===== config.mk =====
export PLATFORM = sky130hd
export DESIGN_NAME = fetch_seq
export DESIGN_NICKNAME = d
export VERILOG_FILES = /design/src/rtl/fetch_pkg.sv /design/src/rtl/fetch_buf.sv /design/src/rtl/fetch_seq.sv
export SDC_FILE = /design/constraint.sdc
export NUM_CORES = 1
export LEC_CHECK = 0
export BUFFER_PORTS_ARGS = -buffer_cell sky130_fd_sc_hd__buf_4
export CORE_AREA = 8 8 265 190
export DETAILED_ROUTE_END_ITERATION = 8
export DIE_AREA = 0 0 273 198
export SLEW_MARGIN = 20
export SYNTH_ARGS = -nofsm -noshare
export SYNTH_HDL_FRONTEND = slang
export SYNTH_SLANG_ARGS = --single-unit

===== constraint.sdc =====
create_clock -name clk -period 24.9 [get_ports clk]
set_clock_uncertainty 0.15 [all_clocks]
set_input_delay 6.225 -clock clk [delete_from_list [all_inputs] [get_ports clk]]
set_output_delay 6.225 -clock clk [all_outputs]
set_load 0.005 [all_outputs]

===== src/rtl/fetch_pkg.sv =====
// Shared types and constants for the instruction-fetch sequencer.
package fetch_pkg;

  typedef enum logic [1:0] {
    BOOT,
    RUN,
    FLUSH,
    TRAP
  } fetch_state_e;

  localparam int unsigned INSTR_W = 32;
  localparam int unsigned PC_INC  = 4;

endpackage


===== src/rtl/fetch_buf.sv =====
// Synchronous FIFO used both for the in-flight address queue and the decode buffer.
// Clear has priority over push and pop; pop on empty is ignored.
module fetch_buf #(
  parameter int unsigned DEPTH = 2,
  parameter int unsigned W     = 96,
  parameter int unsigned CW    = $clog2(DEPTH + 1)
) (
  input  logic          clk,
  input  logic          rst,
  input  logic          clear_i,
  input  logic          push_i,
  input  logic [W-1:0]  data_i,
  input  logic          pop_i,
  output logic [W-1:0]  head_o,
  output logic [CW-1:0] count_o
);

  localparam int unsigned AW = $clog2(DEPTH);

  logic [W-1:0]  mem_q [DEPTH];
  logic [AW-1:0] rd_q, wr_q;
  logic [CW-1:0] cnt_q;
  logic          do_pop;

  always_comb begin
    do_pop  = pop_i && (cnt_q != '0);
    head_o  = mem_q[rd_q];
    count_o = cnt_q;
  end

  always_ff @(posedge clk) begin
    if (rst || clear_i) begin
      rd_q  <= '0;
      wr_q  <= '0;
      cnt_q <= '0;
    end else begin
      if (push_i) wr_q <= wr_q + 1'b1;
      if (do_pop) rd_q <= rd_q + 1'b1;
      cnt_q <= cnt_q + CW'(push_i) - CW'(do_pop);
    end
  end

  always_ff @(posedge clk) begin
    if (!rst && !clear_i && push_i) mem_q[wr_q] <= data_i;
  end

  // The credit check upstream must make overflow impossible.
  always_ff @(posedge clk) begin
    if (!rst && !clear_i) begin
      assert (!push_i || do_pop || (cnt_q != CW'(DEPTH)))
        else $error("fetch_buf overflow");
    end
  end

endmodule


===== src/rtl/fetch_seq.sv =====
// Instruction-fetch sequencer: owns the PC, issues imem requests under a credit limit,
// kills stale responses after a redirect and buffers fetched words for decode.
// Optional FETCH_MISALIGN_TRAP_EN: misaligned redirect targets produce a trap entry.
module fetch_seq
  import fetch_pkg::*;
#(
  parameter int unsigned     XLEN      = 64,
  parameter logic [XLEN-1:0] RESET_PC  = XLEN'(64'h0000_0000_8000_0000),
  parameter int unsigned     MAX_OUTST = 2
) (
  input  logic               clk,
  input  logic               rst,
  input  logic               redir_valid,
  input  logic [XLEN-1:0]    redir_pc,
  output logic               imem_req_valid,
  input  logic               imem_req_ready,
  output logic [XLEN-1:0]    imem_req_addr,
  input  logic               imem_rsp_valid,
  input  logic [INSTR_W-1:0] imem_rsp_data,
  output logic               if_valid,
  input  logic               if_ready,
  output logic [XLEN-1:0]    if_pc,
  output logic [INSTR_W-1:0] if_instr,
  output logic               if_misalign
);

  localparam int unsigned CW = $clog2(MAX_OUTST + 1);
`ifdef FETCH_MISALIGN_TRAP_EN
  localparam int unsigned BW = XLEN + INSTR_W + 1;
`else
  localparam int unsigned BW = XLEN + INSTR_W;
`endif

  fetch_state_e    state_q;
  logic [XLEN-1:0] fetch_pc_q;
  logic [CW-1:0]   kill_q, kill_d;
  logic [CW-1:0]   outst, outst_d, buf_count;
  logic [XLEN-1:0] rsp_pc, redir_tgt;
  logic [BW-1:0]   buf_wdata, buf_head;
  logic            redir, req_hs, buf_push, buf_pop;
`ifdef FETCH_MISALIGN_TRAP_EN
  logic            trap_pend_q;
  logic            misalign;
`endif

  always_comb begin
    redir          = redir_valid && (state_q != BOOT);
    imem_req_valid = (state_q == RUN) &&
                     ((int'(outst) + int'(buf_count)) < int'(MAX_OUTST));
    imem_req_addr  = fetch_pc_q;
    req_hs         = imem_req_valid && imem_req_ready;
    outst_d        = outst + CW'(req_hs) - CW'(imem_rsp_valid);
    kill_d         = kill_q - CW'(imem_rsp_valid && (kill_q != '0));
    buf_pop        = if_valid && if_ready;
    buf_push       = !redir && (state_q == RUN) && imem_rsp_valid && (kill_q == '0);
`ifdef FETCH_MISALIGN_TRAP_EN
    misalign       = (redir_pc[1:0] != 2'b00);
    redir_tgt      = redir_pc;
    buf_wdata      = {1'b0, rsp_pc, imem_rsp_data};
    // The trap entry is presented once, only after every stale response is gone.
    if (!redir && (state_q == TRAP) && (kill_q == '0) && trap_pend_q) begin
      buf_push  = 1'b1;
      buf_wdata = {1'b1, fetch_pc_q, {INSTR_W{1'b0}}};
    end
`else
    redir_tgt      = redir_pc & ~XLEN'(3);
    buf_wdata      = {rsp_pc, imem_rsp_data};
`endif
  end

  assign if_valid = (buf_count != '0);
  assign if_pc    = if_valid ? buf_head[INSTR_W +: XLEN] : '0;
  assign if_instr = if_valid ? buf_head[INSTR_W-1:0]     : '0;
`ifdef FETCH_MISALIGN_TRAP_EN
  assign if_misalign = if_valid && buf_head[BW-1];
`else
  assign if_misalign = 1'b0;
`endif

  // Address queue: its occupancy is the in-flight request count.
  fetch_buf #(.DEPTH(MAX_OUTST), .W(XLEN), .CW(CW)) u_addr_q (
    .clk     (clk),
    .rst     (rst),
    .clear_i (1'b0),
    .push_i  (req_hs),
    .data_i  (fetch_pc_q),
    .pop_i   (imem_rsp_valid),
    .head_o  (rsp_pc),
    .count_o (outst)
  );

  fetch_buf #(.DEPTH(MAX_OUTST), .W(BW), .CW(CW)) u_ibuf (
    .clk     (clk),
    .rst     (rst),
    .clear_i (redir),
    .push_i  (buf_push),
    .data_i  (buf_wdata),
    .pop_i   (buf_pop),
    .head_o  (buf_head),
    .count_o (buf_count)
  );

  always_ff @(posedge clk) begin
    if (rst) begin
      state_q    <= BOOT;
      fetch_pc_q <= RESET_PC;
      kill_q     <= '0;
`ifdef FETCH_MISALIGN_TRAP_EN
      trap_pend_q <= 1'b0;
`endif
    end else if (redir) begin
      fetch_pc_q <= redir_tgt;
      kill_q     <= outst_d;
      if (outst_d == '0) state_q <= RUN;
      else               state_q <= FLUSH;
`ifdef FETCH_MISALIGN_TRAP_EN
      trap_pend_q <= misalign;
      if (misalign) state_q <= TRAP;
`endif
    end else begin
      case (state_q)
        BOOT:  state_q <= RUN;
        RUN:   if (req_hs) fetch_pc_q <= fetch_pc_q + XLEN'(PC_INC);
        FLUSH: begin
          kill_q <= kill_d;
          if (kill_d == '0) state_q <= RUN;
        end
        TRAP: begin
          kill_q <= kill_d;
`ifdef FETCH_MISALIGN_TRAP_EN
          if (kill_q == '0) trap_pend_q <= 1'b0;
`endif
        end
        default: state_q <= BOOT;
      endcase
    end
  end

endmodule


# Word level (Yosys, flattened, before mapping)

Memories as Yosys holds them, arrays and structs flattened. A register that Yosys moved wholly into a read port is not among the register bits.
Index checks and enable logic that the tools add are counted.

Bits in registers: 76
Bits in latches: 0
Bits in writable memories: 320
ROM bits: 0
Output and inout bits: 163
Memories kept: 2

Memories:

| name           | words | width | rd ports | clocked after Yosys merged registers in | write ports | RTL line        | source |
|---|---|---|---|---|---|---|---|
| u_ibuf.mem_q   | 2     | 96    | 1        | 1                                       | 1           | fetch_buf.sv:20 | `logic [W-1:0] mem_q [DEPTH];` |
| u_addr_q.mem_q | 2     | 64    | 1        | 1                                       | 1           | fetch_buf.sv:20 |  |

Add/subtract/negate cells: 12
Multipliers: 0
Div/mod/pow operators: 0
Order comparisons: 1
Equality and inequality tests: 4
Shift-type cells: 0
Muxes and demuxes: 19
Bitwise operators: 0
Reductions and logical operators: 33

Operator list:

| kind                                                       | number |
|---|---|
| 2-to-1 mux 64 bit                                          | 4 |
| adder 64 x 3 -> 64 bit, second input constant              | 1 |
| 2-to-1 mux 32 bit                                          | 1 |
| nonzero test 2 bit                                         | 7 |
| logical AND 1 bit                                          | 13 |
| 2-to-1 mux 2 bit                                           | 5 |
| zero test 2 bit                                            | 4 |
| 2-to-1 mux 1 bit                                           | 8 |
| subtractor 2 x 1 -> 2 bit                                  | 4 |
| AND reduction 2 bit                                        | 3 |
| adder 1 bit, second input constant                         | 4 |
| adder 2 x 1 -> 2 bit                                       | 2 |
| == test 2 bit, second input constant                       | 2 |
| case mux 2 bit (2 select lines)                            | 1 |
| OR reduction 2 bit                                         | 2 |
| adder 2 x 2 -> 3 bit                                       | 1 |
| less-than comparator 3 x 2 -> 1 bit, second input constant | 1 |
| inequality test 3 x 2 -> 1 bit, second input constant      | 1 |
| nonzero test 3 bit                                         | 1 |
| == test 2 x 1 -> 1 bit, second input constant              | 1 |
| zero test 1 bit                                            | 2 |
| logical OR 1 bit                                           | 1 |

# Logic depth before layout (Yosys ltp)

Word-level depth: 9
Gate-level depth with buffers: 11

# Modules after synthesis

Synthesis repeated with hierarchy kept, for this count alone.

Cells, all modules: 1,123
Area total of the unflattened synthesis: 17,048.9 µm²

By module, submodules not included:

| module                | instances | cells each | area each (µm²) | seq. area each (µm²) |
|---|---|---|---|---|
| fetch_buf at u_ibuf   | 1         | 321        | 7,369.6         | 5,865.6 |
| fetch_buf at u_addr_q | 1         | 221        | 5,162.5         | 3,943.8 |
| fetch_seq             | 1         | 581        | 4,516.8         | 1,321.3 |

# Worst setup path before layout

Ideal clock, no wire load.

Path type: input -> register
Start: input rst
End: memory u_ibuf.mem_q[0][0], enable pin
Arrival time: 13.076 ns
Required time: 24.088 ns
Path slack: 11.012 ns
Cell stages on the path: 3
Path buffers: 2
Cells stage by stage: clkbuf_1 clkbuf_1 nor3_1

Cells in the longest elaborated chain, start to end: 5

Ends and longest elaborated chain:

| what                                   | RTL line        | source |
|---|---|---|
| start: declaration                     | fetch_seq.sv:12 | `input logic rst,` |
| zero test 1 bit                        | fetch_buf.sv:44 | `if (!rst && !clear_i && push_i) mem_q[wr_q] <= data_i;` |
| logical AND 1 bit                      | --              |  |
| logical AND 1 bit                      | fetch_buf.sv:44 |  |
| 2-to-1 mux 1 bit                       | fetch_buf.sv:44 |  |
| 2-to-1 mux 1 bit (implied by the code) | fetch_buf.sv:44 |  |
| end: declaration                       | fetch_buf.sv:20 |  |

No other way between the ends.

==> impl_metrics.ini <==
[die]
die_area_um2 = 54100
die_y_um = 198
core_um2 = 46100
fp-row-count = 66
top_level_ports = 265
dieWidth_um = 273
start_util_pct = 34.7

[timing]
worstMarginPinSlew_ns = 1.08
finalMaxSlewViolations = 0
clock.fmax_mhz = 106
fin_setup_tns_ns = 0
post-route-period-util_pct = 37.8
rsz0062_at_grt = no
hold_viol = 0
holdWs_ns = 0.364
fin_crit_ns = 9.42
setup_viol = 0
slew_headroom_pct = 28.1

[synth]
synth_area_leaders = edfxtp_1 (59%), dfxtp_1 (9.5%), mux2i_1 (6.1%)
post_synth.cell_area_avg_um2 = 13.7
ys.flop_type = edfxtp_1
yosysTopAreaCell = edfxtp_1
synth_cells = 1168
synth_area_um2 = 16000
synth_cell_types = 46
yosysSeqAreaShare_pct = 68.2
synth_enable_flop_cells = 312
synth_seq_cells = 388
synthArstFlopShare_pct = 0
ys.warnings.count = 0
synth_top_area_share_pct = 58.7

[worst_setup_path]
path_cells = buf_4 > mux2i_1 > nor2_1 > buf_4
max_stage_delay_ns = 0.98
startpoint_type = flip-flop
cp_slowest_cell = dfxtp_4
crit_path_end_kind = output port
cp_common_cell = buf_4
critPathRequiredTime_ns = 18.53
cp.arrival_ns = 3.04
critical_path_class = flip-flop to output port
cp_max_fo = 49

[power]
p_sw_share_pct = 27.8
comb_power_share_pct = 17.0
finalPower_mw = 1.72
p_switching_mw = 0.478
cellLeakagePower_nw = 6.78
ir_drop_v = 0.0000423
p_per_area_nw_per_um2 = 86.9
intPower_mw = 1.24
clockPowerShare_pct = 33.6
power_frac_seq_pct = 49.4

[hold_path]
min_path_type = flip-flop to flip-flop

[global_routing]
grtUsageTotal_pct = 16.1
grt_pass1_wl_um = 66300
grt_max_degree = 96
met1_usage_pct = 21.9
grt_pass1_vias = 10500
met2_usage_pct = 25.1
grt-busiest-layer = met2
use_met3_pct = 4.12
grt_overflow = 0
antenna_found_initial = 6

[route]
drtPass1Iterations = 5
totalWireLength_um = 45200
vias = 10600
ant_nets = 0
drc = 0
wire_per_inst_um = 22.0
vias_per_cell = 5.17
drt_iter0_drc = 688

[clocking]
clk_latency_ns = 0.54
cts_resized = 0
cts_setup_buffers = 0
cts_tree = done
ctsHoldBuffers = 0
cts_buffers = 41
clkSlewWorstSetupHoldPaths_ns = 0.06
clock-root-buffer = clkbuf_16
htree_levels = 2
cts_buffer_depth = 3
clkSinkCount = 388

[final_layout]
layout_commonest_cell = edfxtp_1
layout_common_cells = edfxtp_1 (312), buf_4 (269), nor2_1 (135), mux2i_1 (97), dfxtp_1 (74)
fillCellCount = 4246
syn2layout_area_growth_pct = 23.9
register_area_um2 = 10900
nNetsFinal = 1523
multi_input_area_um2 = 4790
drive_gt1_share_pct = 27.8

[placement]
place.gp.congestion = 0.789
port_buffers = 257
hpwlAfterDp_um = 30200

[outcome]
status = finished clean

[run]
maxCapViolCount = 0
==> layout make-up <==
| cell class | instances | area share [%] |
|---|---|---|
| Clock buffer | 48 | 5.32 |
| Antenna cell | 1 | 0.0126 |
| Sequential cell | 388 | 55.1 |
| Timing Repair Buffer | 269 | 10.2 |
| Inverter | 14 | 0.266 |
| Tap cell | 612 | 3.87 |
| Multi-Input combinational cell | 700 | 24.2 |
| Clock inverter | 26 | 1.04 |
==> power by group through the flow <==
stage	logic, mW	registers, mW	clock network, mW
6_report	0.292	0.849	0.579
4_1_cts	0.299	0.850	0.597
3_5_place_dp	0.298	0.863	0
3_3_place_gp	0.292	0.860	0
5_1_grt	0.321	0.858	0.621
2_1_floorplan	0.178	0.817	0
==> per-layer routing <==
layer,part of all wire [%],routed length (um)
met5,0.18,81
met4,2.6,1160
met2,45,20500
met3,7.0,3150
met1,45,20400
==> registers in the layout (all words and copies together), names as in the netlist, named ones only <==
signal,cells
kill_q,2
u_ibuf.mem_q,188
u_addr_q.wr_q,1
u_ibuf.wr_q,1
u_addr_q.count_o,2
u_ibuf.count_o,2
u_addr_q.rd_q,1
u_ibuf.rd_q,1
state_q,2
imem_req_addr,62
u_addr_q.mem_q,124
==> cells by family after synthesis <==
group | synth area share [%]
other | 0.0235
AOI/OAI and AO/OA | 5.40
buffers and inverters | 2.11
muxes | 10.4
DFF | 68.2
and+or+nand+nor | 11.0
adders and majority gates | 0.595
xor gates and xnor gates | 2.25
==> per-stage QoR <==
step	setup WS, ns	utilization [%]	instance area, um2	instances
finish	15.48	42.9	19800	2058
global placement	15.50	40.2	18500	1983
floorplan	11.01	-	16000	1172
CTS	15.44	42.9	19800	2057
global route	15.33	42.9	19800	2057
detailed placement	15.51	40.2	18500	1983
==> worst paths after layout <==
| kind | start | end | slack, ns | cells past startpoint |
|---|---|---|---|---|
| setup / recovery | flip-flop | if_pc[31] | 15.48 | 4 |
| hold reg to reg | u_ibuf.rd_q$_SDFFE_PP0P_ | u_ibuf.rd_q$_SDFFE_PP0P_ | 0.36 | 2 |
| hold / removal | u_ibuf.rd_q$_SDFFE_PP0P_ | u_ibuf.rd_q$_SDFFE_PP0P_ | 0.36 | 2 |
| setup reg to reg | u_ibuf.count_o[0]$_SDFF_PP0_ | u_addr_q.mem_q[1][32]$_DFFE_PP_ | 21.00 | 8 |
==> synth_stat cells (2+ instances only) <==
library cell  count
a211oi_1         13
a21oi_1          31
a311oi_1          3
a31oi_1          19
and2_1            9
and3_1           18
and4_1           14
buf_1             9
buf_2             3
buf_4             5
clkbuf_1         53
clkinv_1          3
dfxtp_1          76
edfxtp_1        312
ha_1              6
inv_1            11
mux2_2           62
mux2i_1          97
nand2_1          32
nand3_1          38
nand3b_1          3
nand4_1          26
nor2_1          136
nor3_1           14
nor4_1           13
nor4bb_1          2
o21a_1            4
o21ai_0          54
o31ai_1          17
or3_1            13
or4_1            18
xnor2_1          29
xor2_1           12
==> worst max-delay path, delay by kind of cell, from the launching register on <==
kind / cells / cell delay [ns]
flops: 1 / 0.98
simple gates: 1 / 0.08
mux: 1 / 0.32
buf+inv: 2 / 0.98
Note: power is estimated with default switching activity, not from simulation.
